[src/rtl/srf_stream_agu_pkg.sv]
// Shared types and constants for the SRF stream address generator.
// Holds the controller state encoding, the descriptor layout and the lane geometry.
package srf_stream_agu_pkg;

  localparam int unsigned SRF_LANES      = 8;
  localparam int unsigned SRF_WIDE_WIDTH = 256;

  typedef enum logic [2:0] {
    IDLE,
    LOAD,
    REQ,
    PUSH,
    DONE
  } agu_state_t;

  typedef struct packed {
    logic [31:0] base;
    logic [15:0] stride;
    logic [15:0] count;
    logic        dir;
  } stream_desc_t;

endpackage

[src/rtl/srf_beat_buf.sv]
// LANES x 32-bit beat register shared by the gather pack and scatter unpack paths.
// Supports a whole-beat load, a single-lane write, a clear and a filled-lane count.
module srf_beat_buf
  import srf_stream_agu_pkg::*;
#(
  parameter  int unsigned LANES = SRF_LANES,
  localparam int unsigned LW    = $clog2(LANES),
  localparam int unsigned FW    = $clog2(LANES + 1)
) (
  input  logic                  clk,
  input  logic                  rst_n,
  input  logic                  clr,
  input  logic                  load,
  input  logic [LANES*32-1:0]   load_data,
  input  logic                  wr,
  input  logic [LW-1:0]         wr_lane,
  input  logic [31:0]           wr_data,
  input  logic [LW-1:0]         rd_lane,
  output logic [31:0]           rd_data,
  output logic [LANES*32-1:0]   beat,
  output logic [FW-1:0]         filled
);

  logic [31:0] lane_q [LANES];

  // clr outranks load and wr so a consumed beat never leaks into the next one
  always_ff @(posedge clk or negedge rst_n) begin
    if (!rst_n) begin
      for (int unsigned i = 0; i < LANES; i++) lane_q[i] <= '0;
      filled <= '0;
    end else if (clr) begin
      for (int unsigned i = 0; i < LANES; i++) lane_q[i] <= '0;
      filled <= '0;
    end else if (load) begin
      for (int unsigned i = 0; i < LANES; i++) lane_q[i] <= load_data[i*32 +: 32];
      filled <= FW'(LANES);
    end else if (wr) begin
      lane_q[wr_lane] <= wr_data;
      filled          <= filled + FW'(1);
    end
  end

  assign rd_data = lane_q[rd_lane];

  always_comb begin
    beat = '0;
    for (int unsigned i = 0; i < LANES; i++) beat[i*32 +: 32] = lane_q[i];
  end

endmodule

[src/rtl/srf_stream_agu.sv]
// Stream address generator and lane packer in front of the SRF memory tile.
// Gather packs tile reads into wide beats; scatter unpacks wide beats into tile writes.
module srf_stream_agu
  import srf_stream_agu_pkg::*;
#(
  parameter int unsigned ADDR_WIDTH   = 32,
  parameter int unsigned CNT_WIDTH    = 16,
  parameter int unsigned STRIDE_WIDTH = 16,
  parameter int unsigned LANES        = SRF_LANES
) (
  input  logic                    clk,
  input  logic                    rst_n,
  input  logic                    desc_valid,
  output logic                    desc_ready,
  input  logic [ADDR_WIDTH-1:0]   desc_base,
  input  logic [STRIDE_WIDTH-1:0] desc_stride,
  input  logic [CNT_WIDTH-1:0]    desc_count,
  input  logic                    desc_dir,
  output logic [ADDR_WIDTH-1:0]   mem_addr,
  output logic                    mem_read_req,
  output logic                    mem_write_req,
  output logic [31:0]             mem_wr_data,
  input  logic                    mem_ack,
  input  logic [31:0]             mem_rd_data,
  output logic [LANES*32-1:0]     out_data,
  output logic                    out_valid,
  input  logic                    out_ready,
  output logic                    out_last,
  output logic [3:0]              out_lanes,
  input  logic [LANES*32-1:0]     in_data,
  input  logic                    in_valid,
  output logic                    in_ready,
  output logic                    busy,
  output logic                    done
);

  localparam int unsigned LW = $clog2(LANES);
  localparam int unsigned FW = $clog2(LANES + 1);

  agu_state_t              state;
  logic [STRIDE_WIDTH-1:0] stride_q;
  logic [CNT_WIDTH-1:0]    count_q;
  logic [CNT_WIDTH-1:0]    idx;
  logic [LW-1:0]           lane;
  logic                    dir_q;

  logic                    accept, ack_hit, last_word, beat_end;
  logic                    buf_clr, buf_load, buf_wr;
  logic [31:0]             buf_rd;
  logic [LANES*32-1:0]     buf_beat;
  logic [FW-1:0]           buf_filled;

  assign accept    = (state == IDLE) && desc_valid && desc_ready;
  assign ack_hit   = (state == REQ) && mem_ack;
  assign last_word = (idx + CNT_WIDTH'(1)) == count_q;
  assign beat_end  = (lane == LW'(LANES - 1)) || last_word;
  assign buf_clr   = accept || ((state == PUSH) && out_ready);
  assign buf_load  = (state == LOAD) && in_valid && in_ready;
  assign buf_wr    = ack_hit && !dir_q;

  srf_beat_buf #(.LANES(LANES)) u_beat_buf (
    .clk       (clk),
    .rst_n     (rst_n),
    .clr       (buf_clr),
    .load      (buf_load),
    .load_data (in_data),
    .wr        (buf_wr),
    .wr_lane   (lane),
    .wr_data   (mem_rd_data),
    .rd_lane   (lane),
    .rd_data   (buf_rd),
    .beat      (buf_beat),
    .filled    (buf_filled)
  );

  // Data paths read the beat register directly; gating keeps them at zero outside their phase
  assign mem_wr_data = mem_write_req ? buf_rd : '0;
  assign out_data    = out_valid ? buf_beat : '0;
  assign out_lanes   = out_valid ? 4'(buf_filled) : '0;

  always_ff @(posedge clk or negedge rst_n) begin
    if (!rst_n) begin
      state         <= IDLE;
      stride_q      <= '0;
      count_q       <= '0;
      idx           <= '0;
      lane          <= '0;
      dir_q         <= 1'b0;
      desc_ready    <= 1'b0;
      mem_addr      <= '0;
      mem_read_req  <= 1'b0;
      mem_write_req <= 1'b0;
      out_valid     <= 1'b0;
      out_last      <= 1'b0;
      in_ready      <= 1'b0;
      busy          <= 1'b0;
      done          <= 1'b0;
    end else begin
      case (state)
        IDLE: begin
          desc_ready <= 1'b1;
          if (accept) begin
            desc_ready <= 1'b0;
            busy       <= 1'b1;
            stride_q   <= desc_stride;
            count_q    <= desc_count;
            dir_q      <= desc_dir;
            mem_addr   <= desc_base;
            idx        <= '0;
            lane       <= '0;
            if (desc_count == '0) begin
              state <= DONE;
              done  <= 1'b1;
            end else if (!desc_dir) begin
              state        <= REQ;
              mem_read_req <= 1'b1;
            end else begin
              state    <= LOAD;
              in_ready <= 1'b1;
            end
          end
        end
        LOAD: begin
          if (in_valid) begin
            in_ready      <= 1'b0;
            mem_write_req <= 1'b1;
            state         <= REQ;
          end
        end
        REQ: begin
          // Request stays asserted across consecutive words, so each acked cycle moves one word
          if (mem_ack) begin
            mem_addr <= mem_addr + ADDR_WIDTH'(stride_q);
            idx      <= idx + CNT_WIDTH'(1);
            lane     <= lane + LW'(1);
            if (beat_end) begin
              mem_read_req  <= 1'b0;
              mem_write_req <= 1'b0;
              if (!dir_q) begin
                state     <= PUSH;
                out_valid <= 1'b1;
                out_last  <= last_word;
              end else if (last_word) begin
                state <= DONE;
                done  <= 1'b1;
              end else begin
                state    <= LOAD;
                in_ready <= 1'b1;
              end
            end
          end
        end
        PUSH: begin
          if (out_ready) begin
            out_valid <= 1'b0;
            out_last  <= 1'b0;
            if (out_last) begin
              state <= DONE;
              done  <= 1'b1;
            end else begin
              state        <= REQ;
              mem_read_req <= 1'b1;
            end
          end
        end
        DONE: begin
          done       <= 1'b0;
          busy       <= 1'b0;
          desc_ready <= 1'b1;
          state      <= IDLE;
        end
        default: state <= IDLE;
      endcase
    end
  end

endmodule

[config.mk]
export PLATFORM = sky130hd
export DESIGN_NAME = srf_stream_agu
export DESIGN_NICKNAME = d
export VERILOG_FILES = /design/src/rtl/srf_stream_agu_pkg.sv /design/src/rtl/srf_beat_buf.sv /design/src/rtl/srf_stream_agu.sv
export SDC_FILE = /design/constraint.sdc
export NUM_CORES = 1
export LEC_CHECK = 0
export ABC_AREA = 1
export BUFFER_PORTS_ARGS = -buffer_cell sky130_fd_sc_hd__buf_2
export CAP_MARGIN = 20
export CORE_AREA = 2 2 271 273
export CTS_BUF_LIST = sky130_fd_sc_hd__clkbuf_4
export DETAILED_ROUTE_END_ITERATION = 6
export DIE_AREA = 0 0 273 275
export HOLD_SLACK_MARGIN = 0.12
export SETUP_SLACK_MARGIN = 0.2
export SLEW_MARGIN = 30
export SYNTH_ARGS = -nofsm -noshare
export SYNTH_HDL_FRONTEND = slang
export SYNTH_SLANG_ARGS = --single-unit
[constraint.sdc]
create_clock -name clk -period 3.3 [get_ports clk]
set_clock_uncertainty 0.1 [all_clocks]
set_input_delay 0.165 -clock clk [delete_from_list [all_inputs] [get_ports clk]]
set_output_delay 0.165 -clock clk [all_outputs]
set_load 0.03 [all_outputs]
==> flow_metrics.env, run 1 <==
export IMPL_yosys_register_bits=355
export IMPL_initial_core_util_pct=33.1
export IMPL_synth_edff_count=0
export IMPL_die_w_um=273
export IMPL_syn_area_um2=24000
export IMPL_yosysSeqAreaShare_pct=37.1
export IMPL_postSynthAreaPerCell_um2=7.65
export IMPL_hpwl_um=88900
export IMPL_cts_buffers=107
export IMPL_yosysTopAreaCellShare_pct=37.1
export IMPL_h_tree_depth=3
export IMPL_place_port_buffers=690
export IMPL_synth_cell_type_count=55
export IMPL_synth_commonest_cells="inv_1, o21ai_0, nand2_1"
export IMPL_cts_setup_buffers=14
export IMPL_die_y_um=275
export IMPL_synthCells=3134
export IMPL_error_line="[ERROR RSZ-0060] Max buffer count reached."
export IMPL_io_pins=691
export IMPL_synthArstFlopShare_pct=100
export IMPL_failing_step="clock tree synthesis (4_1_cts)"
export IMPL_cts_root_buffer="clkbuf_4"
export IMPL_status="stopped before the end"
export IMPL_clock_sinks=355
export IMPL_gp_congestion=0.987
export IMPL_synthesis_nets=3514
export IMPL_synth_area_top_cells="dfrtp_1, o22ai_2, o21ai_0"
export IMPL_hold_buffers=972
export IMPL_yosysMostFrequentCell="inv_1"
export IMPL_ctsLongestPathBuffers=3
export IMPL_row_count=99
export IMPL_post_cts_resized=101
export IMPL_ys_warn_count=0
export IMPL_ys_flop_type="dfrtp_1"
export IMPL_synth_top_cell_by_area="dfrtp_1"
metrics by stage:
step | worst slack, ns | hold WS [ns] | util, % | std cells | area (um2)
after global placement | 0.305 | 0.0499 | 39.2 | 4649 | 28400
after floorplan | 0.652 | -0.231 | - | 3134 | 24000
after detailed placement | 0.223 | 0.0523 | 39.2 | 4649 | 28400
cells by family after synthesis:
kind of cell    count (synthesis)  share of synthesized area [%]
simple gates                  775                           13.8
compound gates               1092                           32.5
fa+ha+maj                      21                           1.13
xor+xnor                       18                          0.715
buf+inv                       873                           14.9
flops                         355                           37.1
==> run 2: changes to the inputs <==
--- a/config.mk
+++ b/config.mk
@@ -8,12 +8,9 @@
 export ABC_AREA = 1
 export BUFFER_PORTS_ARGS = -buffer_cell sky130_fd_sc_hd__buf_2
 export CAP_MARGIN = 20
-export CORE_AREA = 2 2 271 273
-export CTS_BUF_LIST = sky130_fd_sc_hd__clkbuf_4
+export CORE_UTILIZATION = 25
 export DETAILED_ROUTE_END_ITERATION = 6
-export DIE_AREA = 0 0 273 275
-export HOLD_SLACK_MARGIN = 0.12
-export SETUP_SLACK_MARGIN = 0.2
+export PLACE_DENSITY_LB_ADDON = 0.15
 export SLEW_MARGIN = 30
 export SYNTH_ARGS = -nofsm -noshare
 export SYNTH_HDL_FRONTEND = slang
==> run 2 against run 1 <==
  * The run now ends clean
  * Synthesized cell count unchanged
  * Area after synthesis unchanged
==> flow_metrics.env, run 2 <==
export IMPL_synth_edff_count=0
export IMPL_grt_pass1_wl_um=187000
export IMPL_syn_area_um2=24000
export IMPL_track_usage_pct=26.2
export IMPL_cts_root_buffer="clkbuf_16"
export IMPL_period_share_pct=96.3
export IMPL_maxSlewHeadroom_pct=46.8
export IMPL_critPathLaunchType="register"
export IMPL_worst_pin_slew_ns=0.797
export IMPL_internal_power_mw=16.5
export IMPL_largest_reg_flops=256
export IMPL_worstHoldPathType="primary input to register"
export IMPL_core_um2=95000
export IMPL_peakVddDrop_v=0.000495
export IMPL_h_tree_depth=2
export IMPL_initial_core_util_pct=25.2
export IMPL_leakagePower_nw=17.3
export IMPL_p_seq_share_pct=24.3
export IMPL_path_class="register to output pin"
export IMPL_p_clk_share_pct=17.9
export IMPL_hold_start="mem_ack"
export IMPL_maxCapViolCount=0
export IMPL_hpwl_um=97800
export IMPL_gp_congestion=0.921
export IMPL_drc=0
export IMPL_drtIter0Drc=2059
export IMPL_worst_ep_required_time_ns=3.03
export IMPL_synthArstFlopShare_pct=100
export IMPL_yosysSeqAreaShare_pct=37.1
export IMPL_drive_gt1_share_pct=28.4
export IMPL_row_count=113
export IMPL_report_final_slew_viol_count=0
export IMPL_final_cell_mix="buf_2, inv_1, o21ai_0"
export IMPL_hold_violations=0
export IMPL_grt_max_degree=178
export IMPL_synthesis_nets=3514
export IMPL_place_port_buffers=690
export IMPL_status="complete, no violations"
export IMPL_max_freq_mhz=315
export IMPL_yosys_register_bits=355
export IMPL_crit_arrival_ns=2.91
export IMPL_yosysMostFrequentCell="inv_1"
export IMPL_hold_end="lane[0]"
export IMPL_yosysTopAreaCellShare_pct=37.1
export IMPL_rsz0062_at_grt="no"
export IMPL_ctsLongestPathBuffers=3
export IMPL_final_net_count=4469
export IMPL_postRouteAntennaNets=0
export IMPL_power_frac_comb_pct=57.8
export IMPL_synth_area_top_cells="dfrtp_1, o22ai_2, o21ai_0"
export IMPL_clk_pin_slew_ns=0.06
export IMPL_first_pass_iters=6
export IMPL_cts_tree="done"
export IMPL_switchingPower_mw=17.6
export IMPL_place_ws_ns=0.503
export IMPL_antenna_found_initial=15
export IMPL_cts_setup_buffers=0
export IMPL_synth_commonest_cells="inv_1, o21ai_0, nand2_1"
export IMPL_rr_startpoint="state[1]"
export IMPL_via_per_inst=4.88
export IMPL_critPathLaunch="lane[0]"
export IMPL_fin_tns_setup_ns=0
export IMPL_setup_violations=0
export IMPL_crit_fanout=13
export IMPL_io_pins=691
export IMPL_clock_sinks=355
export IMPL_end_kind="output pin"
export IMPL_r2r_cells=10
export IMPL_grt_ovfl_total=0
export IMPL_synthCells=3134
export IMPL_die_w_um=312
export IMPL_wl_per_cell_um=24.3
export IMPL_worstHoldPathCells=5
export IMPL_ys_flop_type="dfrtp_1"
export IMPL_synth_top_cell_by_area="dfrtp_1"
export IMPL_grt_pass1_vias=26500
export IMPL_ys_warn_count=0
export IMPL_r2r_end="dir_q"
export IMPL_netSwitchingFraction_pct=51.5
export IMPL_syn_to_final_growth_pct=42.6
export IMPL_finalCriticalPeriod_ns=3.18
export IMPL_power_density_nw_per_um2=998
export IMPL_die_area_um2=97100
export IMPL_layout_commonest_cell="buf_2"
export IMPL_finalWorstSetupSlack_ns=0.121
export IMPL_synth_cell_type_count=55
export IMPL_clk_insertion_delay_late_ns=0.61
export IMPL_cts_buffers=49
export IMPL_die_y_um=312
export IMPL_postSynthAreaPerCell_um2=7.65
export IMPL_r2r_setup_slack_ns=0.58
export IMPL_vias=26300
export IMPL_wl_um=131000
[run 2: power by group through the flow]
stage | sequential (mW) | combinational [mW] | clock (mW)
after detailed placement | 8.36 | 19.3 | 0
after global routing | 8.55 | 21.2 | 6.36
after global placement | 8.39 | 19.3 | 0
final | 8.29 | 19.7 | 6.11
after floorplan | 7.87 | 12.9 | 0
after CTS | 8.31 | 19.7 | 6.23
[run 2: worst max path at each step]
| stage | endpoint | slack (ns) | cells past startpoint |
|---|---|---|---|
| 2_1_floorplan | mem_addr[20] | 0.65 | 15 |
| 3_3_place_gp | mem_wr_data[3] | 0.56 | 7 |
| 3_5_place_dp | mem_wr_data[3] | 0.50 | 7 |
| 4_1_cts | mem_wr_data[17] | -0.02 | 7 |
| 5_1_grt | mem_wr_data[25] | 0.05 | 7 |
| 6_report | mem_wr_data[23] | 0.12 | 6 |
[run 2: per-layer routing]
metal	routed length [um]	GRT usage, %
met5	115	0
met1	53500	31.7
met3	7180	4.34
met2	64300	45.6
met4	5950	11.2
[run 2: repair_timing]
action	4_1_cts	5_1_grt
setup endpoints to repair	11	22
endpoints found under the hold margin	635	0
hold buffers	327	0
resized for setup	3	6
[run 2: kinds of logic after synthesis]
family	Yosys count	synth area share (%)
fa+ha+maj	21	1.13
compound gates	1092	32.5
buf+inv	873	14.9
flops	355	37.1
simple gates	775	13.8
xor+xnor	18	0.715
[run 2: layout make-up]
type                            count  area, um2
Fill cell                       10200      60800
Multi-Input combinational cell   1906      11600
Sequential cell                   355       8890
Timing Repair Buffer             1113       7790
Inverter                          664       2510
Tap cell                         1265       1580
Clock buffer                       73       1490
Clock inverter                     16        318
Antenna cell                        5       12.5
[run 2: critical path, cell delays in order, from the launching register on]
cell,delay [ns]
dfrtp_2,0.54
inv_2,0.13
nand2_2,0.14
clkinvlp_4,0.34
a221oi_1,0.73
a21oi_1,0.19
buf_2,0.23
[run 2: stage by stage]
step	cell area, um2	std cells	hold WS [ns]	util [%]	power, mW
2_1_floorplan	24000	3134	-0.231	-	20.7
3_3_place_gp	29100	4976	0.0144	30.6	27.7
3_5_place_dp	29100	4976	0.0172	30.6	27.6
4_1_cts	34200	5392	0.133	35.9	34.2
5_1_grt	34200	5394	0.158	36.0	36.1
6_report	34200	5397	0.150	36.0	34.1
Note: power is estimated with default switching activity, not from simulation.
